[src/rtl/proc_pkg.sv]
// Shared processor types and default widths for the fetch and decode blocks.
package proc_pkg;

  localparam int unsigned DEF_ADDR_W  = 16;
  localparam int unsigned DEF_DATA_W  = 16;
  localparam int unsigned DEF_PC_STEP = 2;

  typedef enum logic [1:0] {
    IDLE    = 2'd0,
    REQ     = 2'd1,
    DELIVER = 2'd2,
    ERR     = 2'd3
  } fetch_state_t;

endpackage

[src/rtl/instr_fetch_unit_if.sv]
// Instruction memory read port: request/address out, ack/data back.
interface instr_fetch_unit_if
  import proc_pkg::*;
#(
  parameter int unsigned ADDR_W = DEF_ADDR_W,
  parameter int unsigned DATA_W = DEF_DATA_W
) ();

  logic              mem_req;
  logic [ADDR_W-1:0] mem_addr;
  logic              mem_ack;
  logic [DATA_W-1:0] mem_rdata;

  modport master (
    output mem_req,
    output mem_addr,
    input  mem_ack,
    input  mem_rdata
  );

  modport slave (
    input  mem_req,
    input  mem_addr,
    output mem_ack,
    output mem_rdata
  );

endinterface

[src/rtl/fetch_timeout_counter.sv]
// Counts REQ cycles; flags the cycle whose edge would be the TIMEOUT-th.
module fetch_timeout_counter #(
  parameter int unsigned TIMEOUT = 16
) (
  input  logic clk,
  input  logic rst_n,
  input  logic clear,
  input  logic enable,
  output logic expired
);

  localparam int unsigned CNT_W = $clog2(TIMEOUT + 1);

  logic [CNT_W-1:0] cnt_q;
  logic [CNT_W-1:0] cnt_d;

  // Saturating increment while enabled; clear has priority.
  always_comb begin
    cnt_d = cnt_q;
    if (clear) begin
      cnt_d = '0;
    end else if (enable && (cnt_q != CNT_W'(TIMEOUT))) begin
      cnt_d = cnt_q + CNT_W'(1);
    end
  end

  // Count register.
  always_ff @(posedge clk or negedge rst_n) begin
    if (!rst_n) begin
      cnt_q <= '0;
    end else begin
      cnt_q <= cnt_d;
    end
  end

  // The current cycle completes TIMEOUT REQ cycles without an ack.
  assign expired = enable && (cnt_q >= CNT_W'(TIMEOUT - 1));

endmodule

[src/rtl/instr_fetch_unit.sv]
// Multi-cycle fetch unit: owns the PC, reads instruction memory, strobes the IR.
module instr_fetch_unit
  import proc_pkg::*;
#(
  parameter int unsigned       ADDR_W   = DEF_ADDR_W,
  parameter int unsigned       DATA_W   = DEF_DATA_W,
  parameter logic [ADDR_W-1:0] RESET_PC = '0,
  parameter int unsigned       PC_STEP  = DEF_PC_STEP,
  parameter int unsigned       TIMEOUT  = 16
) (
  input  logic               clk,
  input  logic               rst_n,
  input  logic               fetch_en,
  input  logic               branch_valid,
  input  logic [ADDR_W-1:0]  branch_target,
  instr_fetch_unit_if.master mem,
  output logic               ir_write,
  output logic [DATA_W-1:0]  ir_data,
  output logic [ADDR_W-1:0]  pc,
  output logic               busy,
  output logic               fetch_err
);

  fetch_state_t      state_q, state_d;
  logic [ADDR_W-1:0] pc_q, pc_d;
  logic [DATA_W-1:0] ir_data_q, ir_data_d;
  logic              mem_req_q, mem_req_d;
  logic              ir_write_q, ir_write_d;
  logic              fetch_err_q, fetch_err_d;
  logic              br_pend_q, br_pend_d;
  logic [ADDR_W-1:0] br_tgt_q, br_tgt_d;
  logic              cnt_clear_c;
  logic              expired_c;
  logic [ADDR_W-1:0] tgt_c;
  logic              redirect_c;
  logic [ADDR_W-1:0] redir_tgt_c;

  // Targets are halfword aligned; a newer branch overrides a latched one.
  assign tgt_c       = branch_target & ~ADDR_W'(1);
  assign redirect_c  = br_pend_q | branch_valid;
  assign redir_tgt_c = branch_valid ? tgt_c : br_tgt_q;

  fetch_timeout_counter #(
    .TIMEOUT (TIMEOUT)
  ) u_timeout (
    .clk     (clk),
    .rst_n   (rst_n),
    .clear   (cnt_clear_c),
    .enable  (state_q == REQ),
    .expired (expired_c)
  );

  // State register.
  always_ff @(posedge clk or negedge rst_n) begin
    if (!rst_n) begin
      state_q <= IDLE;
    end else begin
      state_q <= state_d;
    end
  end

  // Next-state decode; a branch in IDLE swallows a coincident fetch_en.
  always_comb begin
    state_d = state_q;
    unique case (state_q)
      IDLE: begin
        if (!branch_valid && fetch_en) state_d = REQ;
      end
      REQ: begin
        if (mem.mem_ack)    state_d = redirect_c ? IDLE : DELIVER;
        else if (expired_c) state_d = ERR;
      end
      DELIVER: state_d = IDLE;
      ERR: begin
        if (branch_valid) state_d = IDLE;
      end
      default: state_d = IDLE;
    endcase
  end

  // Output and datapath next values; strobes follow the next state.
  always_comb begin
    pc_d        = pc_q;
    ir_data_d   = ir_data_q;
    br_pend_d   = br_pend_q;
    br_tgt_d    = br_tgt_q;
    cnt_clear_c = 1'b0;
    unique case (state_q)
      IDLE: begin
        br_pend_d = 1'b0;
        if (branch_valid) begin
          pc_d = tgt_c;
        end else if (fetch_en) begin
          cnt_clear_c = 1'b1;
        end
      end
      REQ: begin
        if (branch_valid) begin
          br_pend_d = 1'b1;
          br_tgt_d  = tgt_c;
        end
        if (mem.mem_ack) begin
          br_pend_d = 1'b0;
          if (redirect_c) pc_d = redir_tgt_c;
          else            ir_data_d = mem.mem_rdata;
        end else if (expired_c) begin
          br_pend_d = 1'b0;
        end
      end
      DELIVER: begin
        pc_d = branch_valid ? tgt_c : pc_q + ADDR_W'(PC_STEP);
      end
      ERR: begin
        if (branch_valid) pc_d = tgt_c;
      end
      default: ;
    endcase
    mem_req_d   = (state_d == REQ);
    ir_write_d  = (state_d == DELIVER);
    fetch_err_d = (state_d == ERR);
  end

  // Registered outputs and branch-pending latch.
  always_ff @(posedge clk or negedge rst_n) begin
    if (!rst_n) begin
      pc_q        <= RESET_PC;
      ir_data_q   <= '0;
      mem_req_q   <= 1'b0;
      ir_write_q  <= 1'b0;
      fetch_err_q <= 1'b0;
      br_pend_q   <= 1'b0;
      br_tgt_q    <= '0;
    end else begin
      pc_q        <= pc_d;
      ir_data_q   <= ir_data_d;
      mem_req_q   <= mem_req_d;
      ir_write_q  <= ir_write_d;
      fetch_err_q <= fetch_err_d;
      br_pend_q   <= br_pend_d;
      br_tgt_q    <= br_tgt_d;
    end
  end

  assign mem.mem_req  = mem_req_q;
  assign mem.mem_addr = pc_q;
  assign ir_write     = ir_write_q;
  assign ir_data      = ir_data_q;
  assign pc           = pc_q;
  assign fetch_err    = fetch_err_q;
  assign busy         = (state_q != IDLE);

endmodule

[src/flat_wrapper.sv]
// flat-port wrapper written by rule: the top's interface ports become plain ports
module instr_fetch_unit_flat import proc_pkg::*;
#(
  parameter int unsigned       ADDR_W   = DEF_ADDR_W,
  parameter int unsigned       DATA_W   = DEF_DATA_W,
  parameter logic [ADDR_W-1:0] RESET_PC = '0,
  parameter int unsigned       PC_STEP  = DEF_PC_STEP,
  parameter int unsigned       TIMEOUT  = 16
)
  (clk, rst_n, fetch_en, branch_valid, branch_target, ir_write, ir_data, pc, busy, fetch_err, mem_mem_req, mem_mem_addr, mem_mem_ack, mem_mem_rdata);
  instr_fetch_unit_if #(.ADDR_W(ADDR_W), .DATA_W(DATA_W)) mem_i ();
  input  logic clk;
  input  logic rst_n;
  input  logic fetch_en;
  input  logic branch_valid;
  input  logic [ADDR_W-1:0] branch_target;
  output logic ir_write;
  output logic [DATA_W-1:0] ir_data;
  output logic [ADDR_W-1:0] pc;
  output logic busy;
  output logic fetch_err;
  output wire logic [$bits(mem_i.mem_req)-1:0] mem_mem_req;
  output wire logic [$bits(mem_i.mem_addr)-1:0] mem_mem_addr;
  input wire logic [$bits(mem_i.mem_ack)-1:0] mem_mem_ack;
  input wire logic [$bits(mem_i.mem_rdata)-1:0] mem_mem_rdata;
  assign mem_mem_req = mem_i.mem_req;
  assign mem_mem_addr = mem_i.mem_addr;
  assign mem_i.mem_ack = mem_mem_ack;
  assign mem_i.mem_rdata = mem_mem_rdata;
  instr_fetch_unit #(.ADDR_W(ADDR_W), .DATA_W(DATA_W), .RESET_PC(RESET_PC), .PC_STEP(PC_STEP), .TIMEOUT(TIMEOUT)) u_core (.clk(clk), .rst_n(rst_n), .fetch_en(fetch_en), .branch_valid(branch_valid), .branch_target(branch_target), .mem(mem_i), .ir_write(ir_write), .ir_data(ir_data), .pc(pc), .busy(busy), .fetch_err(fetch_err));
endmodule
[config.mk]
export PLATFORM = sky130hd
export DESIGN_NAME = instr_fetch_unit_flat
export DESIGN_NICKNAME = d
export VERILOG_FILES = /design/src/rtl/proc_pkg.sv /design/src/rtl/instr_fetch_unit_if.sv /design/src/rtl/fetch_timeout_counter.sv /design/src/rtl/instr_fetch_unit.sv /design/src/flat_wrapper.sv
export SDC_FILE = /design/constraint.sdc
export NUM_CORES = 1
export LEC_CHECK = 0
export BUFFER_PORTS_ARGS = -buffer_cell sky130_fd_sc_hd__clkbuf_2
export CAP_MARGIN = 10
export CORE_ASPECT_RATIO = 1.1
export CORE_UTILIZATION = 45
export DETAILED_ROUTE_END_ITERATION = 8
export GPL_ROUTABILITY_DRIVEN = 0
export GPL_TIMING_DRIVEN = 0
export PLACE_DENSITY = 0.7
export REMOVE_ABC_BUFFERS = 1
export SYNTH_ARGS = -nofsm -noshare
export SYNTH_HDL_FRONTEND = slang
export SYNTH_SLANG_ARGS = --single-unit
[constraint.sdc]
create_clock -name clk -period 3.8 [get_ports clk]
set_input_delay 0.57 -clock clk [delete_from_list [all_inputs] [get_ports clk]]
set_output_delay 0.57 -clock clk [all_outputs]
set_load 0.1 [all_outputs]
Yosys cells after proc, flatten, opt, wreduce, memory -nomap -nowiden --
Index checks and enable logic that the tools add are counted. W data, S select, Z words.
Word-level totals: register bits 59, bits of input ports 37, output and inout port bits 52, word-level logic and storage cells 58
Operators by class: $add $sub $neg 2, order comparisons 1, equality and inequality tests 11, multiplexer cells 21, bitwise logic cells 2, reductions and logical operators 12
Operators by type and width (count):
- $mux W16 | 5
- $pmux W16 S3 | 1
- $add A16 B2 Y16 const B | 1
- $mux W2 | 5
- $mux W5 | 2
- $eq A2 B2 Y1 const B | 4
- $pmux W2 S4 | 1
- $mux W1 | 6
- $reduce_and A3 Y1 | 2
- $reduce_bool A2 Y1 | 3
- $add A5 B1 Y5 const B | 1
- $ge A5 B4 Y1 const B | 1
- $ne A5 B5 Y1 const B | 1
- $eq A2 B1 Y1 const B | 2
- $ne A2 B1 Y1 const B | 2
- $ne A4 B3 Y1 const B | 1
- $logic_and A1 B1 Y1 | 3
- $logic_not A2 Y1 | 1
- $ne A2 B2 Y1 const B | 1
- $pmux W1 S2 | 1
- $reduce_and A2 Y1 | 1
- $reduce_or A2 Y1 | 1
- $logic_not A1 Y1 | 1
- $not A1 Y1 | 1
- $or A1 B1 Y1 | 1

Depth between registers and ports, before layout --
depth in word-level cells 6, gate-level depth with buffers 8, gate-level depth less buffers 7

By module --
Synthesis repeated with hierarchy kept, for this count alone.
Second synthesis, totals: cell total of the unflattened synthesis 334, area total of the unflattened synthesis 3517.1 um^2
Modules (own cells, without submodules):
- instr_fetch_unit | instances 1, cells each 301, area each 3206.8 um^2, seq. area each 1351.3 um^2
- fetch_timeout_counter | instances 1, cells each 33, area each 310.3 um^2, seq. area each 125.1 um^2

Worst setup path after synthesis --
Ideal clock, no wire load.
path kind reg2reg, start point reg u_core.pc_q[1] (netlist: u_core.mem.mem_addr[1]), end point reg u_core.pc_q[9] (netlist: u_core.mem.mem_addr[9]), setup time 0.146 ns, arrival 2.170 ns, data required time 3.654 ns, path slack 1.483 ns, stages on the path, launching flop included 6, path buffers 0, clock period less this slack 2.317 ns, path through dfrtp_1 ha_1 nand3_2 o311a_1 a2111oi_2 a311oi_1
Between the ends: longest elaborated chain between the ends 3
RTL lines:
- start: declaration | line instr_fetch_unit.sv:25 | logic [ADDR_W-1:0] pc_q, pc_d;
- start signal: assignment | line instr_fetch_unit.sv:134 | pc_q <= pc_d;
- $add A16 B2 Y16 | line instr_fetch_unit.sv:111 | pc_d = branch_valid ? tgt_c : pc_q + ADDR_W'(PC_STEP);
- $mux W16 | line instr_fetch_unit.sv:111
- $pmux W16 S3 | line instr_fetch_unit.sv:88 | unique case (state_q)
Every way passes these cells. A chain may end at the register's enable or synchronous reset.

Worst setup path in the final report --
start point reg u_core.state_q[1], end point reg u_core.pc_q[13] (netlist: u_core.mem.mem_addr[13])
Between the ends: longest elaborated chain between the ends 4, elaborated cells between the ends (all ways) 10, classes of those cells 6 x eq/ne; 1 x mux; 3 x reduce/logical
RTL lines:
- start: declaration | line instr_fetch_unit.sv:24 | fetch_state_t state_q, state_d;
- start signal: assignment | line instr_fetch_unit.sv:58 | state_q <= state_d;
- $eq A2 B2 Y1 / $logic_not A2 Y1 (equally long branches) | line instr_fetch_unit.sv:88
- $reduce_or A2 Y1 (no source line)
- $ne A2 B1 Y1 (no source line)
- $reduce_and A3 Y1 (no source line)
Several ways; a longest one is shown, not always the timed one.

==> Implementation_results.wiki <==
{| class="wikitable"
! Metric !! Value
|-
| Count of fill cells added during filler insertion || between 600 and 700
|-
| Min Clock Period, post-route || 2.84 ns
|-
| FMAX || 0.352 GHz
|-
| Count of placed standard cells in the final layout, fillers left out || 477
|-
| Required time at the worst-slack endpoint || 4.02 ns
|-
| Global-route wire length before repair || around 13000 um
|-
| Port Buffers || between 80 and 90
|-
| Layout-stage area growth over the synthesis result || 15.2%
|-
| Yosys Warn Count || 0
|-
| Unique masters post-synth || 60
|-
| Final hold violation count || 0
|-
| Number of antenna-violating nets in the routed design || 0
|-
| Crit path buffers/inverters || 2
|-
| Worst setup path class || flop to flop
|-
| CTS buffer count || 9
|-
| Primary flip-flop cell chosen by synthesis mapping || sky130_fd_sc_hd__dfrtp_1
|-
| Total congestion overflow || 0
|-
| Antenna diodes || 0
|-
| Standard cell core area || 7170 sq um
|-
| Cell taking the most area after synthesis || sky130_fd_sc_hd__dfrtp_1
|-
| Critical path's largest stage delay || 0.92 ns
|-
| Number of global-route vias before repair || roughly 2700
|-
| Clock-pin transition on the worst setup and hold timing paths || 0.07 ns
|-
| Footprint of the multi-input gates || 1670 sq um
|-
| CP delay by family, top || simple AND/OR/NAND/NOR gates
|-
| Resized cells post-CTS || 0
|-
| Number of design rule violations left after detail routing || 0
|-
| CTS tree || yes
|-
| Sequential fraction of the synthesis area || 43.1%
|-
| Final worst clock skew || 0.00899 ns
|-
| Most frequent cells after synthesis || 59 x sky130_fd_sc_hd__dfrtp_1, 32 x sky130_fd_sc_hd__mux2_2, 20 x sky130_fd_sc_hd__buf_4, 17 x sky130_fd_sc_hd__nand2_1
|-
| Die W || 85.1 um
|-
| Area taken by flip-flops and latches || approximately 1500 sq um
|-
| HPWL after DPL || roughly 5000 um
|-
| Syn Std Cell Area || 3420 sq um
|-
| Worst-case headroom to the max-slew limit || about 25%
|-
| CP Cell Sequence || inv_1 > ha_1 > buf_8 > nor3b_2 > nor3_2 > a32oi_1 > and3_1
|-
| Setup repair bufs after CTS || 0
|-
| Top post-synthesis cells by area || sky130_fd_sc_hd__dfrtp_1 43%, sky130_fd_sc_hd__mux2_2 11%, sky130_fd_sc_hd__buf_4 4.4%
|-
| Number of storage elements in the synthesis netlist || 59
|-
| Wirelength, routed || 7400 um
|-
| Routed len/inst || 15.5 um
|-
| Fraction of registers with async set or reset after synthesis || 100%
|-
| Pins over their slew limit || 0
|-
| Skew-Pair Late Insertion Delay || roughly 0.34 ns
|-
| Detailed Route Iter0 Violations || 82
|-
| Slowest CP cell || sky130_fd_sc_hd__nor3_2
|-
| Worst setup SP type || flop
|-
| Largest fanout on the critical path || 24
|-
| Pin count of the biggest net entering global routing || 60
|-
| Critical path data arrival time || around 3.1 ns
|-
| Mapped Avg Cell Area || roughly 11 sq um
|-
| Buffer depth of the longest clock path || 2
|-
| Total number of placement rows || 32
|-
| Tightest Pin Transition || 1.12 ns
|-
| Placed instance count || roughly 460
|-
| Synthesized netlist cell count || 323
|-
| Most used standard cell by instance count after synthesis || sky130_fd_sc_hd__dfrtp_1
|-
| Setup repair after global routing missed its margin || false
|-
| Via density || roughly 5.7
|-
| Hold Buf Count CTS || 0
|-
| Buffer cell driving the clock tree root || sky130_fd_sc_hd__clkbuf_8
|-
| H-Tree Depth || 3
|-
| Endpoint class of the critical path || flop
|-
| Result of the run || completed
|-
| Antenna violations before repair || 0
|-
| Share of the synthesized area in the top cell type || 43.1%
|-
| EDFF count, synth || 0
|-
| Number of top-level pins || 89
|-
| Via count || 2726
|-
| Overall die height || 93.5 um
|-
| Initial core utilization || 47.7%
|-
| Global router's overall resource usage || 20.2%
|-
| Setup violators final || 0
|-
| Final period util || 74.7%
|-
| Detailed-routing iteration count for the pre-antenna-repair pass || 4
|-
| Die area || roughly 8000 sq um
|-
| Share of layout cells above drive strength 1 || 37.0%
|-
| Hold crit path type || primary input to async pin
|-
| Clock Sinks || 59
|-
| Count of max-cap constraint violations || 0
|-
| Number of nets at the end of the flow || 433
|}
-- layout by cell type, fill, tap and decap left out, types with 4 or more instances in the layout --
| cell | netlist | final |
|---|---|---|
| sky130_fd_sc_hd__clkbuf_8 | 0 | 9 |
| sky130_fd_sc_hd__nor4_1 | 6 | 6 |
| sky130_fd_sc_hd__ha_1 | 8 | 8 |
| sky130_fd_sc_hd__nand4_1 | 5 | 5 |
| sky130_fd_sc_hd__dfrtp_1 | 59 | 59 |
| sky130_fd_sc_hd__nand2_1 | 17 | 17 |
| sky130_fd_sc_hd__a211oi_1 | 10 | 10 |
| sky130_fd_sc_hd__o21ai_0 | 11 | 11 |
| sky130_fd_sc_hd__clkbuf_2 | 1 | 86 |
| sky130_fd_sc_hd__nand2b_1 | 7 | 7 |
| sky130_fd_sc_hd__mux2i_1 | 15 | 15 |
| sky130_fd_sc_hd__and3_1 | 8 | 8 |
| sky130_fd_sc_hd__a21oi_1 | 12 | 12 |
| sky130_fd_sc_hd__a31oi_1 | 5 | 5 |
| sky130_fd_sc_hd__nor3_1 | 4 | 4 |
| sky130_fd_sc_hd__nor2_1 | 15 | 15 |
| sky130_fd_sc_hd__inv_1 | 14 | 14 |
| sky130_fd_sc_hd__mux2_2 | 32 | 32 |
-- state kept, by name, summed over array words and instances, names as in the netlist --
register                count
u_core.br_pend_q            1
u_core.br_tgt_q            16
u_core.fetch_err            1
u_core.ir_data             16
u_core.ir_write             1
u_core.mem.mem_addr        16
u_core.mem.mem_req          1
u_core.state_q              2
u_core.u_timeout.cnt_q      5
-- routing by layer --
| metal | global-route usage, % | routed length, um |
|---|---|---|
| met5 | 0 | 0 |
| met4 | 10.3 | 156 |
| met3 | 3.97 | 371 |
| met2 | 33.3 | 3460 |
| met1 | 25.2 | 3410 |
-- path summary, 6_finish.rpt --
path,from,endpoint,slack [ns],cells past startpoint
worst min-delay path,rst_n,u_core.br_tgt_q[11],0.32,1
worst min register to register,u_core.br_tgt_q[0],u_core.br_tgt_q[0],0.49,1
worst max-delay path,u_core.state_q[1],u_core.mem.mem_addr[13],0.96,7
min in group clk,mem_mem_rdata[13],u_core.ir_data[13],0.46,2
max in group asynchronous,rst_n,u_core.mem.mem_addr[13],2.91,1
worst max register to register,u_core.state_q[1],u_core.mem.mem_addr[13],0.96,7
-- through the flow --
stage          util, %  cell area (sq um)  hold WS, ns  setup WS, ns  setup TNS (ns)
4_1_cts           54.8               3930        0.379         0.729               0
6_report          55.0               3940        0.323         0.961               0
2_1_floorplan        -               3180        0.274         0.373               0
3_3_place_gp      51.9               3720        0.470        -0.667          -10.64
5_1_grt           55.0               3940        0.426         0.761               0
3_5_place_dp      52.3               3750        0.483         0.757               0
-- layout make-up --
| type | count | area share (%) |
|---|---|---|
| inverter | 14 | 1.33 |
| sequential | 59 | 37.5 |
| clock inverter | 3 | 1.02 |
| multi-input combinational | 215 | 42.3 |
| clock buffer | 12 | 3.43 |
| tap | 85 | 2.70 |
| timing repair buffer | 89 | 11.8 |
-- logic make-up after synthesis --
group / synth area share, %
AO/OA/AOI/OAI: 15.9
adder cells (fa/ha/maj): 2.93
multiplexers: 14.9
buffers and inverters: 8.59
flip-flops: 43.1
AND/OR/NAND/NOR: 13.5
XOR/XNOR: 1.02
-- worst reg2reg max path: stages, from the launching register on --
cell	delay, ns
sky130_fd_sc_hd__dfrtp_1	0.40
sky130_fd_sc_hd__inv_1	0.08
sky130_fd_sc_hd__ha_1	0.41
sky130_fd_sc_hd__buf_8	0.27
sky130_fd_sc_hd__nor3b_2	0.18
sky130_fd_sc_hd__nor3_2	0.92
sky130_fd_sc_hd__a32oi_1	0.23
sky130_fd_sc_hd__and3_1	0.24
Power is not shown: default switching activity piles up to over one toggle a cycle in this logic, so the estimate is an artifact.
